<file path="config.mk">
export PLATFORM = sky130hd
export DESIGN_NAME = ps2_host_tx
export DESIGN_NICKNAME = d
export VERILOG_FILES = /design/src/rtl/ps2_host_tx_pkg.sv /design/src/rtl/ps2_line_sync.sv /design/src/rtl/ps2_host_tx.sv
export SDC_FILE = /design/constraint.sdc
export NUM_CORES = 1
export LEC_CHECK = 0
export BUFFER_PORTS_ARGS = -buffer_cell sky130_fd_sc_hd__buf_2
export CORE_MARGIN = 4
export CORE_UTILIZATION = 45
export CTS_CLUSTER_DIAMETER = 100
export DETAILED_ROUTE_END_ITERATION = 8
export GPL_ROUTABILITY_DRIVEN = 0
export SYNTH_ARGS = -nofsm -noshare
export SYNTH_HDL_FRONTEND = slang
export SYNTH_HIERARCHICAL = 1
export SYNTH_SLANG_ARGS = --single-unit
</file>
<file path="constraint.sdc">
create_clock -name clk -period 2.5 [get_ports clk]
set_input_delay 0.25 -clock clk [delete_from_list [all_inputs] [get_ports clk]]
set_output_delay 0.25 -clock clk [all_outputs]
set_load 0.02 [all_outputs]
</file>
<file path="src/rtl/ps2_host_tx_pkg.sv">
// Shared definitions for the PS/2 host transmitter.
// Holds the FSM state encodings, the common keyboard command bytes,
// the latched frame payload type and the odd-parity helper.
package ps2_host_tx_pkg;

    localparam int unsigned STATE_W = 3;

    // Transmitter states
    localparam logic [STATE_W-1:0] ST_IDLE      = 3'd0;
    localparam logic [STATE_W-1:0] ST_INHIBIT   = 3'd1;
    localparam logic [STATE_W-1:0] ST_START     = 3'd2;
    localparam logic [STATE_W-1:0] ST_DATA      = 3'd3;
    localparam logic [STATE_W-1:0] ST_PARITY    = 3'd4;
    localparam logic [STATE_W-1:0] ST_STOP      = 3'd5;
    localparam logic [STATE_W-1:0] ST_ACK       = 3'd6;
    localparam logic [STATE_W-1:0] ST_WAIT_IDLE = 3'd7;

    // Common keyboard commands
    localparam logic [7:0] PS2_CMD_SET_LED = 8'hED;
    localparam logic [7:0] PS2_CMD_RESET   = 8'hFF;
    localparam logic [7:0] PS2_CMD_ENABLE  = 8'hF4;

    // Latched command byte plus its parity bit
    typedef struct packed {
        logic       parity;
        logic [7:0] data;
    } frame_t;

    // PS/2 uses odd parity: parity bit makes the total count of ones odd
    function automatic logic odd_parity(input logic [7:0] d);
        return ~^d;
    endfunction

endpackage

</file>
<file path="src/rtl/ps2_line_sync.sv">
// Two-flop synchronizer with falling-edge detect for one PS/2 pad.
// Ports:
//   clk, rst_n : system clock, synchronous active-low reset
//   pad        : raw asynchronous pad level
//   level      : synchronized level (idle/reset value 1)
//   fall       : one-cycle pulse on the cycle level goes 1 -> 0
module ps2_line_sync (
    input  logic clk,
    input  logic rst_n,
    input  logic pad,
    output logic level,
    output logic fall
);

    logic meta;

    // fall is computed from the same inputs that load level, so it is
    // high exactly on the cycle level becomes 0 after having been 1
    always_ff @(posedge clk) begin
        if (!rst_n) begin
            meta  <= 1'b1;
            level <= 1'b1;
            fall  <= 1'b0;
        end else begin
            meta  <= pad;
            level <= meta;
            fall  <= level & ~meta;
        end
    end

endmodule

</file>
<file path="src/rtl/ps2_host_tx.sv">
// PS/2 host-to-device transmitter: inhibit, request-to-send, 8 data bits
// LSB first, odd parity, stop, device ACK, then wait for an idle bus.
// Optional macro PS2_TX_RETRY_EN: retry up to MAX_RETRY times after a
// NACK or timeout before reporting tx_err.
// Ports:
//   clk, rst_n            : system clock, synchronous active-low reset
//   tx_valid, tx_data     : command byte offer from the CPU
//   tx_ready              : idle, byte accepted on tx_valid && tx_ready
//   tx_busy               : transfer in progress (always !tx_ready)
//   tx_done, tx_err       : one-cycle completion / failure pulses
//   ps2_clk_i, ps2_dat_i  : asynchronous pad levels
//   ps2_clk_oe, ps2_dat_oe: 1 = pull the line low, 0 = release
module ps2_host_tx
    import ps2_host_tx_pkg::*;
#(
    parameter int unsigned INHIBIT_CYC = 5000,
    parameter int unsigned TIMEOUT_CYC = 750000,
    parameter int unsigned MAX_RETRY   = 2
) (
    input  logic       clk,
    input  logic       rst_n,
    input  logic       tx_valid,
    input  logic [7:0] tx_data,
    output logic       tx_ready,
    output logic       tx_busy,
    output logic       tx_done,
    output logic       tx_err,
    input  logic       ps2_clk_i,
    input  logic       ps2_dat_i,
    output logic       ps2_clk_oe,
    output logic       ps2_dat_oe
);

    localparam int unsigned INH_W   = $clog2(INHIBIT_CYC);
    localparam int unsigned TO_W    = $clog2(TIMEOUT_CYC);
    localparam int unsigned RETRY_W = $clog2(MAX_RETRY + 2);

    logic               clk_lvl, clk_fall;
    logic               dat_lvl, dat_fall_unused;

    logic [STATE_W-1:0] state, state_nxt;
    logic [INH_W-1:0]   inh_cnt, inh_cnt_nxt;
    logic [TO_W-1:0]    to_cnt, to_cnt_nxt;
    logic [2:0]         bit_cnt, bit_cnt_nxt;
    frame_t             frame, frame_nxt;
    logic [RETRY_W-1:0] retry_cnt, retry_nxt;
    logic               clk_oe_nxt, dat_oe_nxt;
    logic               ready_nxt, done_nxt, err_nxt;
    logic               fail, bus_phase, can_retry;

    ps2_line_sync u_clk_sync (
        .clk   (clk),
        .rst_n (rst_n),
        .pad   (ps2_clk_i),
        .level (clk_lvl),
        .fall  (clk_fall)
    );

    // Data-line edges carry no meaning for the sender
    ps2_line_sync u_dat_sync (
        .clk   (clk),
        .rst_n (rst_n),
        .pad   (ps2_dat_i),
        .level (dat_lvl),
        .fall  (dat_fall_unused)
    );

`ifdef PS2_TX_RETRY_EN
    assign can_retry = (retry_cnt < RETRY_W'(MAX_RETRY));
`else
    assign can_retry = 1'b0;
`endif

    // Next-state and next-output logic
    always_comb begin
        state_nxt   = state;
        inh_cnt_nxt = inh_cnt;
        to_cnt_nxt  = to_cnt;
        bit_cnt_nxt = bit_cnt;
        frame_nxt   = frame;
        retry_nxt   = retry_cnt;
        clk_oe_nxt  = ps2_clk_oe;
        dat_oe_nxt  = ps2_dat_oe;
        ready_nxt   = tx_ready;
        done_nxt    = 1'b0;
        err_nxt     = 1'b0;
        fail        = 1'b0;

        // Timeout runs over the whole device-paced part of the transfer
        bus_phase = (state != ST_IDLE) && (state != ST_INHIBIT);
        if (bus_phase) begin
            if (to_cnt == TO_W'(TIMEOUT_CYC - 1)) begin
                fail = 1'b1;
            end else begin
                to_cnt_nxt = to_cnt + TO_W'(1);
            end
        end

        case (state)
            ST_IDLE: begin
                ready_nxt  = 1'b1;
                clk_oe_nxt = 1'b0;
                dat_oe_nxt = 1'b0;
                if (tx_valid && tx_ready) begin
                    frame_nxt.data   = tx_data;
                    frame_nxt.parity = odd_parity(tx_data);
                    retry_nxt        = '0;
                    inh_cnt_nxt      = '0;
                    clk_oe_nxt       = 1'b1;
                    ready_nxt        = 1'b0;
                    state_nxt        = ST_INHIBIT;
                end
            end
            ST_INHIBIT: begin
                // Data goes low one cycle before clock release (request-to-send)
                if (inh_cnt == INH_W'(INHIBIT_CYC - 1)) begin
                    clk_oe_nxt  = 1'b0;
                    to_cnt_nxt  = '0;
                    bit_cnt_nxt = '0;
                    state_nxt   = ST_START;
                end else begin
                    inh_cnt_nxt = inh_cnt + INH_W'(1);
                    if (inh_cnt == INH_W'(INHIBIT_CYC - 2)) begin
                        dat_oe_nxt = 1'b1;
                    end
                end
            end
            ST_START: begin
                state_nxt = ST_DATA;
            end
            ST_DATA: begin
                if (clk_fall) begin
                    dat_oe_nxt = ~frame.data[bit_cnt];
                    if (bit_cnt == 3'd7) begin
                        state_nxt = ST_PARITY;
                    end else begin
                        bit_cnt_nxt = bit_cnt + 3'd1;
                    end
                end
            end
            ST_PARITY: begin
                if (clk_fall) begin
                    dat_oe_nxt = ~frame.parity;
                    state_nxt  = ST_STOP;
                end
            end
            ST_STOP: begin
                if (clk_fall) begin
                    dat_oe_nxt = 1'b0;
                    state_nxt  = ST_ACK;
                end
            end
            ST_ACK: begin
                if (clk_fall) begin
                    if (!dat_lvl) begin
                        state_nxt = ST_WAIT_IDLE;
                    end else begin
                        fail = 1'b1;
                    end
                end
            end
            ST_WAIT_IDLE: begin
                if (clk_lvl && dat_lvl) begin
                    done_nxt  = 1'b1;
                    ready_nxt = 1'b1;
                    state_nxt = ST_IDLE;
                end
            end
            default: begin
                state_nxt = ST_IDLE;
            end
        endcase

        // NACK or timeout: release the bus, then retry or report
        if (fail) begin
            clk_oe_nxt = 1'b0;
            dat_oe_nxt = 1'b0;
            done_nxt   = 1'b0;
            if (can_retry) begin
                retry_nxt   = retry_cnt + RETRY_W'(1);
                inh_cnt_nxt = '0;
                clk_oe_nxt  = 1'b1;
                state_nxt   = ST_INHIBIT;
            end else begin
                err_nxt   = 1'b1;
                ready_nxt = 1'b1;
                state_nxt = ST_IDLE;
            end
        end
    end

    // State and registered outputs
    always_ff @(posedge clk) begin
        if (!rst_n) begin
            state      <= ST_IDLE;
            inh_cnt    <= '0;
            to_cnt     <= '0;
            bit_cnt    <= '0;
            frame      <= '0;
            retry_cnt  <= '0;
            ps2_clk_oe <= 1'b0;
            ps2_dat_oe <= 1'b0;
            tx_ready   <= 1'b1;
            tx_busy    <= 1'b0;
            tx_done    <= 1'b0;
            tx_err     <= 1'b0;
        end else begin
            state      <= state_nxt;
            inh_cnt    <= inh_cnt_nxt;
            to_cnt     <= to_cnt_nxt;
            bit_cnt    <= bit_cnt_nxt;
            frame      <= frame_nxt;
            retry_cnt  <= retry_nxt;
            ps2_clk_oe <= clk_oe_nxt;
            ps2_dat_oe <= dat_oe_nxt;
            tx_ready   <= ready_nxt;
            tx_busy    <= ~ready_nxt;
            tx_done    <= done_nxt;
            tx_err     <= err_nxt;
        end
    end

endmodule

</file>
Word-level counts from Yosys, hierarchy flattened
Cells that the tools add are included.

operators by class
  add/sub/neg operators = 3
  $lt $le $gt $ge = 1
  equality and inequality tests = 24
  mux-type cells = 43
  bitwise operators = 7
  reductions and logical operators = 17

operator list
  operator                                                    number
  2-to-1 mux 20 bit                                           4
  2-to-1 mux 3 bit                                            12
  == test 13 bit, second input constant                       2
  2-to-1 mux 13 bit                                           2
  one-hot mux 13 bit (2 select lines)                         1
  one-hot mux 3 bit (8 select lines)                          1
  adder 20 x 1 -> 20 bit, second input constant               1
  == test 20 bit, second input constant                       1
  2-to-1 mux 1 bit                                            18
  != test 2 bit, second input constant                        8
  == test 3 bit, second input constant                        5
  adder 13 x 1 -> 13 bit, second input constant               1
  AND reduction 9 bit                                         1
  != test 2 x 1 -> 1 bit, second input constant               4
  XNOR reduction 8 bit                                        1
  == test 3 x 2 -> 1 bit, second input constant               2
  inverter 1 bit                                              6
  one-hot mux 3 bit (2 select lines)                          1
  AND reduction 6 bit                                         1
  one-hot mux 1 bit (5 select lines)                          1
  nonzero test 5 bit                                          1
  less-than comparator 3 x 4 -> 1 bit, second input constant  1
  one-hot mux 1 bit (2 select lines)                          2
  AND reduction 2 bit                                         2
  13 further kinds                                            16

word-level totals
  register bits = 59
  bits of input ports = 13
  output and inout port bits = 6
  logic and storage cells = 112

Logic depth before layout (Yosys ltp)
  depth in word-level cells = 8
  depth in mapped cells = 8
  mapped depth without buffers = 7

By module
Netlist, hierarchy kept.

modules (own cells, without submodules)
  module         instances  cells an instance  area each (µm²)  sequential area each (µm²)
  ps2_host_tx    1          320                2751.4           1081.0
  ps2_line_sync  2          6                  81.3             60.1

Worst setup path after synthesis
Ideal clock, no wire load.

  path type = reg-to-reg
  start point = register to_cnt[0]
  end point = register to_cnt[1]
  library setup time = 0.116 ns
  arrival = 1.896 ns
  required time = 2.384 ns
  setup slack = 0.488 ns
  cell stages (with the launch flop) = 8
  buffers on the path = 1
  clock period less this slack = 2.012 ns
  path through = dfxtp_1 > ha_1 > nand3_1 > or4_1 > clkbuf_1 > o21ai_2 > mux2i_1 > nor2_1

between the ends
  cells in the longest elaborated chain, start to end = 5
  elaborated cells between the ends (all ways) = 6
  those cells by class = add/sub: 1; eq/ne: 1; mux: 4

RTL lines
  element                                                          line                                  text
  start, declared                                                  ps2_host_tx.sv:43                     logic [TO_W-1:0] to_cnt, to_cnt_nxt;
  start signal, assigned                                           ps2_host_tx.sv:210                    to_cnt <= to_cnt_nxt;
  adder 20 x 1 -> 20 bit / == test 20 bit (equally long branches)  ps2_host_tx.sv:95, ps2_host_tx.sv:92
  2-to-1 mux 20 bit *                                              ps2_host_tx.sv:92                     if (to_cnt == TO_W'(TIMEOUT_CYC - 1)) begin
  2-to-1 mux 20 bit *                                              ps2_host_tx.sv:91                     if (bus_phase) begin
  2-to-1 mux 20 bit                                                ps2_host_tx.sv:116                    if (inh_cnt == INH_W'(INHIBIT_CYC - 1)) begin
  2-to-1 mux 20 bit *                                              ps2_host_tx.sv:99                     case (state)

Mark *: on every way between the ends. The rest lies on a longest branch, timed or not.
A chain may end at the register's enable or synchronous reset.

Worst setup path in the final report
Ends and elaborated chain as after synthesis.

==> flow_summary_export.csv <==
group,metric,value,unit
place,place.port_buffers,18,
timing,tns,0,ns
global_route,first_global_vias,2162,
place,place_ws,0.321,ns
yosys,syn-instance-count,330,
route,drtPass1Iterations,4,
worst_setup_path,crit_arrival,2.42,ns
worst_setup_path,r2r-start,"to_cnt[0]",
cts,root_buffer,"clkbuf_8",
timing,skew,0.00735,ns
timing,hold_violations,0,
route,wl_per_cell,13.2,µm
timing,drv_slew,0,
worst_setup_path,rr_worst_depth,6,
worst_setup_path,setup.worst_path.start,"to_cnt[0]",
cells_and_area,syn_to_final_growth,13.0,%
cells_and_area,final_nets,369,
global_route,met1_usage,0.223,
cts,htreeDepth,3,
route,ant_nets,0,
worst_setup_path,slowest_delay,0.67,ns
job,drv_cap,0,
timing,worstMarginPinSlew,0.515,ns
yosys,synth_fp_nets,348,
cts,cts-hold-fix-buffers,0,
worst_setup_path,worst_path_dominant_cell_family,"simple AND/OR/NAND/NOR gates",
cells_and_area,n_antenna_cell,0,
cts,clkTransAtPathRegs,0.07,ns
place,place_inst,415,
status,status,"finished, final reports clean",
worst_setup_path,path_buf_inv,0,
global_route,grt_pass1_wl,9.94,mm
timing,whs,0.0927,ns
route,totalWireLength,5.69,mm
worst_setup_path,cp-start-kind,"flip-flop",
worst_setup_path,r2r_slack,0.29,ns
cts,cts_resized,0,
floorplanning,die_w,88.1,µm
timing,relSlewSlack,0.652,
timing,setup_violations,0,
timing,rsz0062_at_grt,"false",
global_route,grt_use_met2,0.247,
worst_setup_path,crit_cells,6,
worst_setup_path,rr_endpoint,"to_cnt[1]",
timing,fmax,0.452,GHz
route,routed_via_density,5.45,
cts,numCtsBuffers,9,
route,via_count,2348,
global_route,gr-usage-met3,0.0423,
power_and_ir_drop,ir_drop,0.648,mV
cells_and_area,drive_gt1_frac,0.140,
global_route,gr-usage-all-layers,0.164,
global_route,antenna_found_initial,0,
cells_and_area,fill_cells,585,
cts,cts_tree,"yes",
timing,fin_crit_sh,0.885,
floorplanning,dieHeight,88.1,µm
floorplanning,floorplan.initialDensity,0.476,
power_and_ir_drop,p_leak,1.18,nW
worst_setup_path,crit_chain,"ha_1 > nand3_1 > or4_1 > o21ai_2 > mux2i_1 > nor2_1",
min_path,hold_path.class,"input port to flip-flop",
floorplanning,io_pins,19,
yosys,synth.cell_area,2890,µm²
yosys,syn_area_per_cell,8.74,µm²
cts,insertion_delay,0.34,ns
global_route,grt_overflow,0,
power_and_ir_drop,power.total,2.04,mW
cts,cts_num_sinks,59,
timing,min_period,2.21,ns
power_and_ir_drop,powerDensity,626,nW/µm²
cts,post-cts-setup-buffers,0,
yosys,synth_warnings,6,
route,first_iter_violations,119,
worst_setup_path,endpoint,"to_cnt[1]",
floorplanning,die_area,7760,µm²
worst_setup_path,critical_path_class,"flip-flop to flip-flop",
global_route,grt_start_max_net_pins,28,
cells_and_area,final_cells,431,
floorplanning,coreArea,6060,µm²
worst_setup_path,cp_max_fo,8,
global_route,grt_busiest_layer,"met2",
floorplanning,placementRows,28,
cts,clockBufferDepth,2,
worst_setup_path,required,2.71,ns
route,drc,0,
worst_setup_path,end_kind,"flip-flop",
timing,timing.final.ws_setup,0.287,ns
worst_setup_path,cp_slowest_cell,"or4_1",
place,dp_hpwl,4.09,mm
cells in the final DEF (no fill, tap or decap), drive strengths merged, types with 6 or more instances in the layout:
master / n
dfxtp: 59
nor2: 32
nand2: 25
buf: 25
a21oi: 20
o21ai: 16
nand3: 15
xnor2: 14
nand4: 13
nor2b: 12
xor2: 11
clkbuf: 11
mux2i: 10
nor3: 10
or3: 9
o211ai: 7
or4: 6
per-stage QoR:
stage / cell area, µm² / utilization
global route: 3260 / 0.538
global placement: 3050 / 0.504
CTS: 3260 / 0.538
detailed placement: 3050 / 0.504
floorplan: 2890 / -
finish: 3260 / 0.538
power by group:
| part | switching (mW) | internal [mW] | leakage [nW] |
|---|---|---|---|
| Sequential | 0.0153 | 0.963 | 0.479 |
| Combinational | 0.0744 | 0.0628 | 0.597 |
| Clock | 0.367 | 0.558 | 0.103 |
worst min path at each step:
stage	from	to	slack [ns]	cells past startpoint
after global routing	ps2_clk_i	u_clk_sync/meta	0.09	2
after detailed placement	u_dat_sync/meta	u_dat_sync/level	0.41	1
after CTS	ps2_dat_i	u_dat_sync/meta	0.08	2
after global placement	u_dat_sync/meta	u_dat_sync/level	0.39	1
final	ps2_clk_i	u_clk_sync/meta	0.09	2
after floorplan	rst_n	u_clk_sync/level	0.32	1
state kept, by name (all words and copies together), names as in the netlist:
name and cells:
ps2_dat_oe 1, tx_err 1, bit_cnt 3, frame 9, u_clk_sync/fall 1, u_dat_sync/meta 1, tx_busy 1, inh_cnt 13
ps2_clk_oe 1, u_dat_sync/level 1, state 3, to_cnt 20, tx_done 1, u_clk_sync/level 1, tx_ready 1, u_clk_sync/meta 1
routing by layer:
layer,routed length (µm),part of all wire,up-vias
met5,0,0,-
met3,191,0.034,9
met1,2880,0.51,1080
met2,2520,0.44,28
met4,93,0.016,0
li1,-,-,1231
worst register-to-register path, stage by stage (launching register included):
cell	delay, ns
dfxtp_1	0.38
ha_1	0.20
nand3_1	0.18
or4_1	0.68
o21ai_2	0.35
mux2i_1	0.24
nor2_1	0.05
layout make-up:
class / instances / area [µm²] / share of cell area
flip-flops and latches: 59 / 1180 / 0.362
clock buffers: 11 / 131 / 0.0403
multi-input cells: 251 / 1620 / 0.495
repair buffers: 25 / 143 / 0.0437
well taps: 75 / 93.8 / 0.0288
inverters: 5 / 18.8 / 0.00576
clock inverters: 5 / 77.6 / 0.0238
Note: power is estimated with default switching activity, not from simulation.
